### config.mk
export PLATFORM = sky130hd
export DESIGN_NAME = ex_muldiv
export DESIGN_NICKNAME = d
export VERILOG_FILES = /design/src/rtl/muldiv_pkg.sv /design/src/rtl/muldiv_divstep.sv /design/src/rtl/ex_muldiv.sv
export SDC_FILE = /design/constraint.sdc
export NUM_CORES = 1
export LEC_CHECK = 0
export ABC_AREA = 1
export BUFFER_PORTS_ARGS = -buffer_cell sky130_fd_sc_hd__buf_4
export CAP_MARGIN = 20
export CORE_UTILIZATION = 30
export DETAILED_ROUTE_END_ITERATION = 7
export PLACE_DENSITY = 0.49
export SYNTH_ARGS = -nofsm -noshare
export SYNTH_HDL_FRONTEND = slang
export SYNTH_SLANG_ARGS = --single-unit
### constraint.sdc
create_clock -name clk -period 7.85 [get_ports clk]
set_clock_uncertainty 0.15 [all_clocks]
set_input_delay 1.1775 -clock clk [delete_from_list [all_inputs] [get_ports clk]]
set_output_delay 1.1775 -clock clk [all_outputs]
set_load 0.005 [all_outputs]
### src/rtl/muldiv_pkg.sv
// muldiv_pkg: shared op encodings, FSM states and iteration count for ex_muldiv
package muldiv_pkg;

    typedef enum logic [2:0] {
        OP_MUL    = 3'b000,
        OP_MULH   = 3'b001,
        OP_MULHSU = 3'b010,
        OP_MULHU  = 3'b011,
        OP_DIV    = 3'b100,
        OP_DIVU   = 3'b101,
        OP_REM    = 3'b110,
        OP_REMU   = 3'b111
    } muldiv_op_e;

    typedef enum logic [1:0] {
        ST_IDLE,
        ST_MUL,
        ST_DIV,
        ST_DONE
    } muldiv_state_e;

    localparam int MULDIV_ITERS = 32;

endpackage

### src/rtl/muldiv_divstep.sv
// muldiv_divstep: one combinational restoring-division step
//   rem_i  partial remainder, bit_i next dividend bit, div_i divisor
//   rem_o  next partial remainder, q_o quotient bit
module muldiv_divstep (
    input  logic [31:0] rem_i,
    input  logic        bit_i,
    input  logic [31:0] div_i,
    output logic [31:0] rem_o,
    output logic        q_o
);

    logic [32:0] shifted;
    logic [32:0] diff;

    assign shifted = {rem_i, bit_i};
    assign diff    = shifted - {1'b0, div_i};
    // No borrow means shifted >= divisor; the remainder then always fits 32 bits
    assign q_o     = ~diff[32];
    assign rem_o   = q_o ? diff[31:0] : shifted[31:0];

endmodule

### src/rtl/ex_muldiv.sv
// ex_muldiv: iterative RV32M multiply/divide unit for the execute stage
//   clk, rst      clock, asynchronous active-high reset
//   start         M-op present in EX; funct3 selects the op
//   op_a, op_b    rs1 / rs2 operands
//   flush         squash the in-flight op
//   stall         freeze PC, IF/ID, ID/EX while busy
//   done, result  one-cycle result pulse; result held until the next done
// Build option MULDIV_FAST_MUL_EN: single-cycle combinational multiply.
module ex_muldiv
    import muldiv_pkg::*;
#(
    parameter int XLEN = 32
) (
    input  logic            clk,
    input  logic            rst,
    input  logic            start,
    input  logic [2:0]      funct3,
    input  logic [XLEN-1:0] op_a,
    input  logic [XLEN-1:0] op_b,
    input  logic            flush,
    output logic            stall,
    output logic            done,
    output logic [XLEN-1:0] result
);

    muldiv_state_e state_q, state_d;
    muldiv_op_e    op_q, op_d;
    logic [4:0]    cnt_q, cnt_d;
    logic [31:0]   a_q, a_d;
    logic [31:0]   b_q, b_d;
    logic [63:0]   acc_q, acc_d;
    logic          neg_q, neg_d;
    logic [31:0]   result_q, result_d;
    logic          done_q, done_d;

    logic        signed_a, signed_b, neg_a, neg_b;
    logic [31:0] abs_a, abs_b;
    logic        div_zero, div_ovf, last;
    logic [32:0] mul_sum;
    logic [31:0] div_rem;
    logic        div_bit;
    logic [63:0] prod;
    logic [31:0] div_val, fin_res;

    assign signed_a = funct3[2] ? ~funct3[0] : (funct3[1:0] != 2'b11);
    assign signed_b = funct3[2] ? ~funct3[0] : ~funct3[1];
    assign neg_a    = signed_a & op_a[31];
    assign neg_b    = signed_b & op_b[31];
    assign abs_a    = neg_a ? -op_a : op_a;
    assign abs_b    = neg_b ? -op_b : op_b;
    assign div_zero = op_b == 32'h0;
    assign div_ovf  = signed_a && op_a == 32'h8000_0000 && op_b == 32'hFFFF_FFFF;
    assign last     = cnt_q == 5'(MULDIV_ITERS - 1);

`ifdef MULDIV_FAST_MUL_EN
    logic signed [32:0] ext_a, ext_b;
    logic signed [63:0] prod_fast;
    assign ext_a     = {neg_a, op_a};
    assign ext_b     = {neg_b, op_b};
    assign prod_fast = 64'(ext_a) * 64'(ext_b);
`endif

    // Shift-add: acc = {partial product, remaining multiplier bits}
    assign mul_sum = {1'b0, acc_q[63:32]} + (acc_q[0] ? {1'b0, a_q} : 33'd0);

    // Restoring divide: acc = {partial remainder, dividend bits / quotient bits}
    muldiv_divstep u_divstep (
        .rem_i (acc_q[63:32]),
        .bit_i (acc_q[31]),
        .div_i (b_q),
        .rem_o (div_rem),
        .q_o   (div_bit)
    );

    assign prod    = neg_q ? -acc_q : acc_q;
    assign div_val = op_q[1] ? acc_q[63:32] : acc_q[31:0];
    assign fin_res = op_q[2] ? (neg_q ? -div_val : div_val)
                   : (op_q == OP_MUL ? prod[31:0] : prod[63:32]);

    always_comb begin
        state_d  = state_q;
        op_d     = op_q;
        cnt_d    = cnt_q;
        a_d      = a_q;
        b_d      = b_q;
        acc_d    = acc_q;
        neg_d    = neg_q;
        result_d = result_q;
        done_d   = 1'b0;
        if (flush) begin
            state_d = ST_IDLE;
        end else begin
            case (state_q)
                ST_IDLE: if (start) begin
                    op_d  = muldiv_op_e'(funct3);
                    cnt_d = 5'd0;
                    a_d   = abs_a;
                    b_d   = abs_b;
                    // Remainder follows the dividend; everything else uses the product sign
                    neg_d = (funct3[2] & funct3[1]) ? neg_a : neg_a ^ neg_b;
                    if (funct3[2]) begin
                        if (div_zero) begin
                            acc_d   = {op_a, 32'hFFFF_FFFF};
                            neg_d   = 1'b0;
                            state_d = ST_DONE;
                        end else if (div_ovf) begin
                            acc_d   = {32'h0, 32'h8000_0000};
                            neg_d   = 1'b0;
                            state_d = ST_DONE;
                        end else begin
                            acc_d   = {32'h0, abs_a};
                            state_d = ST_DIV;
                        end
                    end else begin
`ifdef MULDIV_FAST_MUL_EN
                        acc_d   = prod_fast;
                        neg_d   = 1'b0;
                        state_d = ST_DONE;
`else
                        acc_d   = {32'h0, abs_b};
                        state_d = ST_MUL;
`endif
                    end
                end
                ST_MUL: begin
                    acc_d   = {mul_sum, acc_q[31:1]};
                    cnt_d   = cnt_q + 5'd1;
                    state_d = last ? ST_DONE : ST_MUL;
                end
                ST_DIV: begin
                    acc_d   = {div_rem, acc_q[30:0], div_bit};
                    cnt_d   = cnt_q + 5'd1;
                    state_d = last ? ST_DONE : ST_DIV;
                end
                ST_DONE: begin
                    result_d = fin_res;
                    done_d   = 1'b1;
                    state_d  = ST_IDLE;
                end
            endcase
        end
    end

    always_ff @(posedge clk or posedge rst) begin
        if (rst) begin
            state_q  <= ST_IDLE;
            op_q     <= OP_MUL;
            cnt_q    <= 5'd0;
            a_q      <= 32'h0;
            b_q      <= 32'h0;
            acc_q    <= 64'h0;
            neg_q    <= 1'b0;
            result_q <= 32'h0;
            done_q   <= 1'b0;
        end else begin
            state_q  <= state_d;
            op_q     <= op_d;
            cnt_q    <= cnt_d;
            a_q      <= a_d;
            b_q      <= b_d;
            acc_q    <= acc_d;
            neg_q    <= neg_d;
            result_q <= result_d;
            done_q   <= done_d;
        end
    end

    assign stall  = (start & state_q == ST_IDLE & ~flush) | state_q == ST_MUL | state_q == ST_DIV;
    assign done   = done_q;
    assign result = result_q;

endmodule

==> results.json <==
{
  "status": "complete, no violations",
  "path_clk_slew_ps": 80,
  "rsz0062_at_grt": "false",
  "synth-seq-cells": 172,
  "p_leak_uw": 0.0114,
  "hold_viol": 0,
  "drv.max_cap_violation_count": 0,
  "async_reset_ff_frac": 1.00,
  "r2r_end": "acc_q[60]$_DFFE_PP0P_",
  "synth_top_area_share": 0.218,
  "internal_power_uw": 4070,
  "holdCritStartpoint": "a_q[17]$_DFFE_PP0P_",
  "worstPathRequired_ps": 8120,
  "drv_slew": 0,
  "rrSetupSlack_ps": 3940,
  "clkSinkCount": 172,
  "fmax_mhz": 255,
  "clockRootBuffer": "clkbuf_16",
  "post_cts.repair.setup_buffers": 0,
  "gp_congestion": 1.06,
  "ir_drop_mv": 0.379,
  "cts_tree": "yes",
  "slew_headroom": 0.292,
  "timing.final.crit_share": 0.499,
  "drtPass1Iterations": 5,
  "r2r-start": "acc_q[31]$_DFFE_PP0P_",
  "period_minus_slack_ps": 3910,
  "nFillCells": 7423,
  "numPortBuffers": 104,
  "grt_pass1_vias": 21100,
  "h-tree-depth": 4,
  "synth_edf_count": 0,
  "ys_seq_area_frac": 0.218,
  "die_w_um": 259,
  "antenna_found_initial": 1,
  "worst_slew_pin_slew_ps": 1060,
  "sw_frac_of_total": 0.623,
  "worstPathArrival_ps": 4190,
  "yosysTopAreaCell": "dfrtp_1",
  "ys_top_cells_by_area": "dfrtp_1 (22%), nand2_1 (22%), inv_1 (8.8%)",
  "vias": 23000,
  "tns_ps": 0,
  "core_area_um2": 64800,
  "die_h_um": 259,
  "wirelength_mm": 96.8,
  "track_usage": 0.286,
  "final_common_cell": "nand2_1",
  "syn_area_um2": 19800,
  "yosysUniqueCellTypes": 56,
  "grt_max_degree": 112,
  "holdPathEnd": "a_q[17]$_DFFE_PP0P_",
  "pin_count": 105,
  "final_util": 0.336,
  "yosysWarningCount": 0,
  "cts_hold_buf": 0,
  "dp.final_hpwl_mm": 77.0,
  "reg2reg_depth": 18,
  "finalSetupViolCount": 0,
  "clkPwrFrac": 0.085,
  "cts_made_buffers": 17,
  "hold_path.class": "reg -> reg",
  "gr-total-overflow": 0,
  "p_comb_frac": 0.726,
  "die_area_um2": 66900,
  "clockBufferDepth": 2,
  "p_seq_frac": 0.189,
  "clk_latency_ps": 500,
  "syn_area_per_cell_um2": 5.75,
  "crit_fanout": 30,
  "min_path_cells": 2,
  "grt_pass1_wl_mm": 141,
  "startpoint_type": "flip-flop",
  "drive_above_1_share": 0.0754,
  "path_class": "reg -> reg",
  "cts_resized": 0,
  "ant_nets": 0,
  "ys.flop_type": "dfrtp_1",
  "end_kind": "flip-flop",
  "pwr_density_cell_nw_per_um2": 496,
  "drc": 0,
  "rows": 93,
  "drtIter0Drc": 2666,
  "start_util": 0.305,
  "avgRoutedWirePerCell_um": 22.4,
  "switchingPower_uw": 6730,
  "synthesis.nets": 3587,
  "areaGrowthSynthToFinish_pct": 10.2,
  "nets": 3610,
  "final_cell_mix": "nand2_1 (1144), inv_1 (461), nor2_1 (341)",
  "synthCells": 3438,
  "vias_per_cell": 5.32
}
synthesized netlist by cell type (15+ instances only):
cell type and count:
a21oi_1 202, a221oi_1 21, a31oi_1 15, buf_2 29
clkbuf_1 63, dfrtp_1 172, ha_1 76, inv_1 462
inv_2 24, nand2_1 1144, nand3_1 306, nand3b_1 22
nand4_1 42, nor2_1 343, nor3_1 29, o21ai_0 198
o21ai_1 32, o21ai_2 19, xnor2_1 18, xor2_1 66
worst max-delay path, stage by stage, from the launching register on:
cell	delay, ps
dfrtp_1	520
clkinv_1	340
ha_1	320
fa_1	440
inv_1	110
nand3_1	80
nand2_2	130
nand2_1	70
nand2_2	150
nand2_2	80
nand2_4	80
nand2_4	80
nand3_4	300
nand2_4	320
nand2_1	170
nand3_1	80
nand2_1	140
nand2_1	70
a21oi_1	140
per-layer routing:
layer,global-route usage,part of all wire,vias up
li1,-,-,11100
met2,0.425,0.42,1022
met4,0.114,0.039,0
met3,0.0542,0.089,132
met1,0.404,0.45,10800
met5,0,0,-
area by class of cell:
type,count,area (um^2),share of cell area
antenna,1,2.50,0.000115
sequential,172,4310,0.198
tap,855,1070,0.0491
timing repair buffer,122,916,0.0420
inverter,490,1850,0.0847
clock inverter,15,175,0.00804
multi-input combinational,2658,13000,0.599
clock buffer,17,425,0.0195
worst max path at each step:
stage / start / endpoint / slack (ps) / depth (start not counted)
floorplan: rst / a_q[0]$_DFFE_PP0P_ / 1860 / 1
CTS: state_q[0]$_DFFE_PP0P_ / stall / 3980 / 6
global route: acc_q[0]$_DFFE_PP0P_ / acc_q[63]$_DFFE_PP0P_ / 3730 / 19
detailed placement: funct3[2] / acc_q[18]$_DFFE_PP0P_ / 3900 / 10
global placement: funct3[2] / acc_q[18]$_DFFE_PP0P_ / 3900 / 10
finish: acc_q[31]$_DFFE_PP0P_ / acc_q[60]$_DFFE_PP0P_ / 3940 / 18
power groups by stage:
stage / combinational (uW) / clock, uW / sequential, uW
floorplan: 5380 / 0 / 1620
global route: 8620 / 966 / 2040
detailed placement: 7630 / 0 / 2010
CTS: 7670 / 932 / 1990
finish: 7840 / 920 / 2040
global placement: 7640 / 0 / 2010
cell families (layout without fill, tap and decap cells):
family,after synthesis,count (layout),share of synthesized area
and+or+nand+nor,1957,1957,0.419
buffers and inverters,608,644,0.123
AOI/OAI and AO/OA,539,539,0.153
DFF,172,172,0.218
xor gates and xnor gates,84,84,0.0372
adders and majority gates,78,78,0.0501
other,0,1,0
stage by stage:
| step | setup WS (ps) | cell area (um^2) | power, uW | std cells | hold WS [ps] |
|---|---|---|---|---|---|
| 6_report | 3940 | 21800 | 10800 | 4330 | 333 |
| 2_1_floorplan | 1860 | 19800 | 6990 | 3438 | 293 |
| 5_1_grt | 3730 | 21800 | 11600 | 4329 | 354 |
| 3_3_place_gp | 3900 | 21200 | 9650 | 4297 | 314 |
| 3_5_place_dp | 3900 | 21200 | 9640 | 4297 | 316 |
| 4_1_cts | 3980 | 21800 | 10600 | 4329 | 336 |
flip-flops by register name (all words and copies together), names as in the netlist:
| signal | count |
|---|---|
| acc_q | 64 |
| a_q | 32 |
| b_q | 32 |
| result | 32 |
| cnt_q | 5 |
| op_q | 3 |
| state_q | 2 |
| done | 1 |
| neg_q | 1 |
Power figures use the tool's default switching activity.
